==> src/rtl/float_unit_sequencer.sv <==
// Drives a fixed-latency float unit over a run of LEN operands and buffers its
// results in a small FIFO. Issue is credit-limited so a result always has a slot.
module float_unit_sequencer #(
  parameter int DATA_W     = 32,
  parameter int LATENCY    = 1,
  parameter int FIFO_DEPTH = 4,
  parameter int LEN_W      = 16
) (
  input  logic              clk,
  input  logic              rst_n,
  input  logic              run,
  input  logic [LEN_W-1:0]  len,
  output logic              running,
  output logic              done,
  input  logic              in_valid,
  output logic              in_ready,
  input  logic [DATA_W-1:0] in_data,
  output logic [DATA_W-1:0] fu_in,
  input  logic [DATA_W-1:0] fu_out,
  output logic              out_valid,
  input  logic              out_ready,
  output logic [DATA_W-1:0] out_data
);

  localparam int PTR_W = (FIFO_DEPTH > 1) ? $clog2(FIFO_DEPTH) : 1;
  localparam int CNT_W = $clog2(FIFO_DEPTH + 1);
  localparam int INF_W = $clog2(LATENCY + 1);

  typedef enum logic [1:0] {IDLE, BUSY, DRAIN, DONE} state_t;

  state_t             state, state_next;
  logic [LEN_W-1:0]   len_q, issued, popped;
  logic [LATENCY-1:0] vpipe, vpipe_next;
  logic [INF_W-1:0]   inflight;
  logic [31:0]        occupancy;
  logic [DATA_W-1:0]  mem [FIFO_DEPTH];
  logic [PTR_W-1:0]   rd_ptr, wr_ptr;
  logic [CNT_W-1:0]   fifo_count;
  logic               run_accept, issue, push, pop, credit_ok;

  function automatic logic [PTR_W-1:0] ptr_inc(input logic [PTR_W-1:0] p);
    return (p == PTR_W'(FIFO_DEPTH - 1)) ? '0 : p + 1'b1;
  endfunction

  assign run_accept = (state == IDLE) && run;
  assign push       = vpipe[LATENCY-1];
  assign out_valid  = (fifo_count != '0);
  assign pop        = out_valid && out_ready;
  assign out_data   = mem[rd_ptr];
  assign running    = (state != IDLE);
  assign done       = (state == DONE);
  assign in_ready   = (state == BUSY) && (issued < len_q) && credit_ok;
  assign issue      = in_valid && in_ready;

  // Credit uses registered counts only; a same-cycle pop is deliberately not
  // credited so in_ready never depends on out_ready.
  always_comb begin
    // NOTE: combinational blocks use blocking '=' and assign every output a
    // default first, so no latch can be inferred on any path.
    inflight = '0;
    for (int i = 0; i < LATENCY; i++) inflight = inflight + INF_W'(vpipe[i]);
    occupancy = 32'(fifo_count) + 32'(inflight);
    credit_ok = (occupancy < 32'(FIFO_DEPTH));
  end

  always_comb begin
    vpipe_next    = vpipe << 1;
    vpipe_next[0] = issue;
  end

  always_comb begin
    state_next = state;
    case (state)
      IDLE:    if (run) state_next = (len == '0) ? DONE : BUSY;
      BUSY:    if (issued == len_q) state_next = DRAIN;
      DRAIN:   if (popped == len_q) state_next = DONE;
      DONE:    state_next = IDLE;
      default: state_next = IDLE;
    endcase
  end

  always_ff @(posedge clk) begin
    // NOTE: sequential state uses non-blocking '<=' so every register samples
    // pre-edge values regardless of statement order.
    if (!rst_n) begin
      state      <= IDLE;
      len_q      <= '0;
      issued     <= '0;
      popped     <= '0;
      vpipe      <= '0;
      fu_in      <= '0;
      rd_ptr     <= '0;
      wr_ptr     <= '0;
      fifo_count <= '0;
    end else begin
      state <= state_next;
      vpipe <= vpipe_next;
      if (run_accept) begin
        len_q  <= len;
        issued <= '0;
        popped <= '0;
      end else begin
        if (issue) issued <= issued + 1'b1;
        if (pop)   popped <= popped + 1'b1;
      end
      if (issue) fu_in  <= in_data;
      if (push)  wr_ptr <= ptr_inc(wr_ptr);
      if (pop)   rd_ptr <= ptr_inc(rd_ptr);
      if (push && !pop)      fifo_count <= fifo_count + 1'b1;
      else if (pop && !push) fifo_count <= fifo_count - 1'b1;
    end
  end

  // NOTE: the storage array is not reset; the cleared count and pointers make
  // stale contents unreachable, and leaving it out keeps it a plain RAM.
  always_ff @(posedge clk) begin
    if (push) mem[wr_ptr] <= fu_out;
  end

  no_overflow: assert property (@(posedge clk) disable iff (!rst_n)
    !(push && !pop && fifo_count == CNT_W'(FIFO_DEPTH)));

endmodule

==> config.mk <==
export PLATFORM = sky130hd
export DESIGN_NAME = float_unit_sequencer
export DESIGN_NICKNAME = d
export VERILOG_FILES = /design/src/rtl/float_unit_sequencer.sv
export SDC_FILE = /design/constraint.sdc
export NUM_CORES = 1
export LEC_CHECK = 0
export BUFFER_PORTS_ARGS = -buffer_cell sky130_fd_sc_hd__buf_2
export CAP_MARGIN = 25
export CORE_MARGIN = 2
export CORE_UTILIZATION = 51
export DETAILED_ROUTE_END_ITERATION = 6
export GPL_TIMING_DRIVEN = 0
export PLACE_DENSITY = 0.85
export SYNTH_ARGS = -nofsm -noshare
export SYNTH_HDL_FRONTEND = slang
export SYNTH_SLANG_ARGS = --single-unit
==> constraint.sdc <==
create_clock -name clk -period 2.4 [get_ports clk]
set_clock_uncertainty 0.15 [all_clocks]
set_input_delay 0.24 -clock clk [delete_from_list [all_inputs] [get_ports clk]]
set_output_delay 0.24 -clock clk [all_outputs]
set_load 0.02 [all_outputs]
Yosys cells after proc, flatten, opt, wreduce, memory -nomap -nowiden:

Memories as Yosys holds them, arrays and structs flattened. A register that Yosys moved wholly into a read port is not among the register bits.
Cells that the tools add are included.

* bits in registers: 90
* RAM bits: 128
* input port bits: 85
* output and inout port bits: 68
* memories: 1

Memories
* mem: words 4, bits a word 32, rd ports 1, clocked after memory_dff 1, wr ports 1, RTL line 36 `logic [DATA_W-1:0] mem [FIFO_DEPTH];`

* $add $sub $neg: 7
* order comparisons: 2
* equality and inequality tests: 10
* muxes and demuxes: 13
* bitwise operators: 1
* reductions and logical operators: 16

Operator list (number)
* adder 16 x 1 -> 16 bit (second input constant): 2
* == test 16 bit: 2
* logical NOT 16 bit: 1
* less-than comparator 16 bit: 1
* two-way mux 2 bit: 8
* == test 2 bit (second input constant): 4
* one-hot mux 2 bit (4 select lines): 1
* logical AND 1 bit: 7
* two-way mux 3 bit: 2
* adder 2 x 1 -> 2 bit (second input constant): 2
* adder 3 x 1 -> 4 bit: 1
* less-than comparator 4 x 3 -> 1 bit (second input constant): 1
* != test 2 bit (second input constant): 2
* nonzero test 2 bit: 2
* adder 3 x 1 -> 3 bit (second input constant): 1
* AND reduction 3 bit: 1
* nonzero test 3 bit: 1
* subtractor 3 x 1 -> 3 bit (second input constant): 1
* == test 2 x 1 -> 1 bit (second input constant): 1
* logical NOT 1 bit: 2
* logical NOT 2 bit: 1
* two-way mux 1 bit: 2
* != test 2 x 1 -> 1 bit (second input constant): 1
* OR reduction 2 bit: 1
* inverter 1 bit: 1

Logic depth before layout (Yosys ltp):

* depth after elaboration: 5
* depth in mapped cells: 10
* depth with buffers taken out: 8

Least setup slack after synthesis:

OpenSTA, ideal clock, no wires.

* path type: register to register
* from: register fifo_count[0]
* to: register fifo_count[2]
* arrival: 2.046 ns
* required time: 2.174 ns
* path slack: 0.129 ns
* cell stages (with the launch flop): 10
* path buffers: 1
* period minus slack after synthesis: 2.271 ns
* cells stage by stage: dfxtp_1 o31a_1 buf_2 inv_1 ha_1 inv_1 fa_1 xor2_1 or3_1 a21boi_0

* word-level cells in the longest chain between the ends: 5
* elaborated cells on any way between the ends: 10

RTL lines
* start: declaration: RTL line 38 `logic [CNT_W-1:0] fifo_count;`
* start signal: assignment: RTL line 109 `if (push && !pop) fifo_count <= fifo_count + 1'b1;`
* start signal: assignment: RTL line 110 `else if (pop && !push) fifo_count <= fifo_count - 1'b1;`
* branches (longest 5 deep; another with subtractor 3 x 1 -> 3 bit)

Parallel ways; which one is timed is not known. The select of a mux whose other input is x is not followed.
A chain may end at the register's enable or synchronous reset.

Final worst setup path:

* from: register len_q[10]
* to: output port in_ready

* word-level cells in the longest chain between the ends: 3

RTL lines
* start: declaration: RTL line 32 `logic [LEN_W-1:0] len_q, issued, popped;`
* start signal: assignment: RTL line 99 `len_q <= len;`
* less-than comparator 16 bit: RTL line 52 `assign in_ready = (state == BUSY) && (issued < len_q) && credit_ok;`
* logical AND 1 bit (2 in series): RTL line 52
* end: declaration: RTL line 16 `output logic in_ready,`

Every way passes these cells.

==> reports/results.txt <==
run status -> finished, violations left
failing checks -> negative setup slack
Worst Setup Path Type -> register to primary output
total global-route track usage -> 23.8%
vias in the first global route -> 7236
initial detailed-routing violation count -> 586
leak pwr -> 4.69 nW
Overall Power -> 11.1 mW
routed wire length -> 24.3 mm
die height -> 139 um
Num CTS Buffers -> 23
via count -> 6867
Setup WS post-layout -> -0.204 ns
CTS root buffer -> clkbuf_16
max_slew headroom -> 43.6%
largest net degree at the start of global routing -> 33
Min Hold Slack -> 0.0584 ns
async set or reset register ratio after synthesis -> 0%
WL per Instance -> 19.5 um
clock buffer depth -> 3
drt drc -> 0
Via-to-Cell Ratio -> 5.50
r2r endpoint -> fu_in[29]
syn avg cell area -> 13.0 um2
fmax -> 0.384 GHz
cell count of the worst reg-to-reg path -> 10
die width -> 139 um
crit path DAT -> 2.21 ns
first-pass GRT wire length -> 37.1 mm
worst min-delay path class -> input port to register
max-cap viol count -> 0
antenna violations before repair -> 0
Final setup viols -> 38
Seq cells post-synth -> 220
DRT Pass-1 Iters -> 5
clock-pin slew of the registers on the worst-case setup and hold paths -> 0.07 ns
Core Area -> 0.0180 mm2
WP data required -> 2.01 ns
DRT antenna net count -> 0
CTS tree -> yes
synth warn -> 0
CP max FO -> 2
post-synthesis net count -> 836
Cells after Synth -> 721
min Tclk post-route -> 2.60 ns
gr ovfl total -> 0
share of cells above drive strength 1 -> 30.8%
final hold violation count -> 0
Final Net Count -> 1117
GPL Wtd Cong -> 0.879
flop-to-flop setup slack -> -0.13 ns
CP Capture Type -> primary output
Synth Flop Type -> edfxtp_1
Post-DP HPWL -> 13.7 mm
Cell Rows -> 49
max-slew violations -> 0
PD cells -> 887 mW/mm2
# IOs -> 153
unique cell type count in the Yosys netlist -> 42
Crit Reg-Reg Startpoint -> issued[11]
dpl cell area -> 0.0104 mm2
# diodes -> 0
Worst-Margin Slew -> 0.846 ns
Max rail drop VDD -> 711 uV
die area -> 0.0194 mm2
crit path to -> in_ready
clock tree sinks -> 220
sequential area share after synthesis -> 60.8%
Post-Syn Area -> 0.00935 mm2
setup TNS -> -3.07 ns
critical path launch point type -> register
synth-to-layout area growth -> 33.3%
H-tree levels -> 1
post-route clock period utilization -> 109%
port bufs -> 152
fin area -> 0.0125 mm2
EDFF count, synth -> 128
commonest non-fill, non-tap cell in the layout -> buf_2
Worst-Skew Late Latency -> 0.50 ns
Worst Setup SP -> len_q[10]
starting density of the core -> 52.0%
RSZ-0062 raised after global routing -> true
commonest non-fill, non-tap cells in the layout -> buf_2 (152), nand2_1 (139), edfxtp_1 (128)
[state kept, by name (all words and copies together) (netlist names), named ones only]
signal and flops:
fifo_count 3, fu_in 32, issued 16, len_q 16
mem 128, popped 16, push 1, rd_ptr 2
state 2, wr_ptr 2
[layer usage]
metal | part of all wire [%] | track usage [%]
met5 | 0 | 0
met2 | 49 | 40.7
met3 | 8.6 | 5.06
met1 | 40 | 30.2
met4 | 2.7 | 8.29
[timing repair]
action | 4_1_cts | 5_1_grt
cloned | 0 | 3
hold buffers | 81 | 0
pin swaps | 13 | 13
endpoints found under the setup margin | 69 | 50
setup buffers | 17 | 6
endpoints found under the hold margin | 177 | 0
gates resized for setup | 54 | 27
[kinds of logic (layout without fill, tap and decap cells)]
| kind of cell | after synthesis | count (layout) | synth area share [%] |
|---|---|---|---|
| AOI/OAI and AO/OA | 43 | 43 | 3.28 |
| and+or+nand+nor | 254 | 254 | 12.8 |
| DFF | 220 | 220 | 60.8 |
| adders and majority gates | 30 | 30 | 4.10 |
| xor gates and xnor gates | 32 | 32 | 3.00 |
| muxes | 83 | 83 | 13.2 |
| buffers and inverters | 59 | 357 | 2.86 |
[Yosys cell counts, types with 10 or more instances]
| cell type | instances | area share (%) |
|---|---|---|
| a21boi_0 | 18 | 1.4 |
| a21oi_1 | 11 | 0.59 |
| clkbuf_1 | 20 | 0.80 |
| dfxtp_1 | 92 | 20 |
| edfxtp_1 | 128 | 41 |
| ha_1 | 29 | 3.9 |
| inv_1 | 27 | 1.1 |
| mux2i_1 | 51 | 5.5 |
| mux4_2 | 32 | 7.7 |
| nand2_1 | 139 | 5.6 |
| nand2b_1 | 12 | 0.80 |
| nand3_1 | 10 | 0.54 |
| nand4_1 | 13 | 0.87 |
| nor2_1 | 21 | 0.84 |
| nor4_1 | 21 | 1.4 |
| xnor2_1 | 10 | 0.94 |
| xor2_1 | 22 | 2.1 |
[worst min path at each step]
stage	from	to	slack [ns]	cells after the start
floorplan	fu_out[0]	mem[0][0]	0.19	0
global placement	fu_in[14]	fu_in[14]	0.29	2
detailed placement	fu_in[15]	fu_in[15]	0.29	2
CTS	rst_n	issued[15]	0.04	4
global route	rst_n	issued[15]	0.07	4
finish	rst_n	issued[15]	0.06	4
[power by group]
group / switching [mW] / internal, mW
combinational: 1.68 / 1.41
clock: 1.42 / 2.05
sequential: 0.218 / 4.27
total: 3.32 / 7.73
[layout make-up]
type | count | area [um2]
clock buffer | 31 | 627
fill | 1136 | 5510
multi-input combinational | 442 | 3580
inverter | 27 | 104
timing repair buffer | 259 | 1820
sequential | 220 | 5720
clock inverter | 11 | 106
buffer | 29 | 205
tap | 229 | 287
[per-stage QoR]
step	util, %	std cells	worst slack [ns]
finish	69.3	1248	-0.204
global route	69.3	1248	-0.234
detailed placement	57.9	1102	-0.104
global placement	57.9	1102	-0.0884
floorplan	-	721	0.129
CTS	68.1	1240	-0.179
[worst max-delay path, stage by stage (launching register included)]
cell	delay, ns
dfxtp_2	0.36
inv_2	0.05
ha_4	0.26
nand4_1	0.18
or2_4	0.31
a211oi_4	0.23
buf_6	0.14
nor3_2	0.03
buf_4	0.15
(Power assumes the default switching activity.)
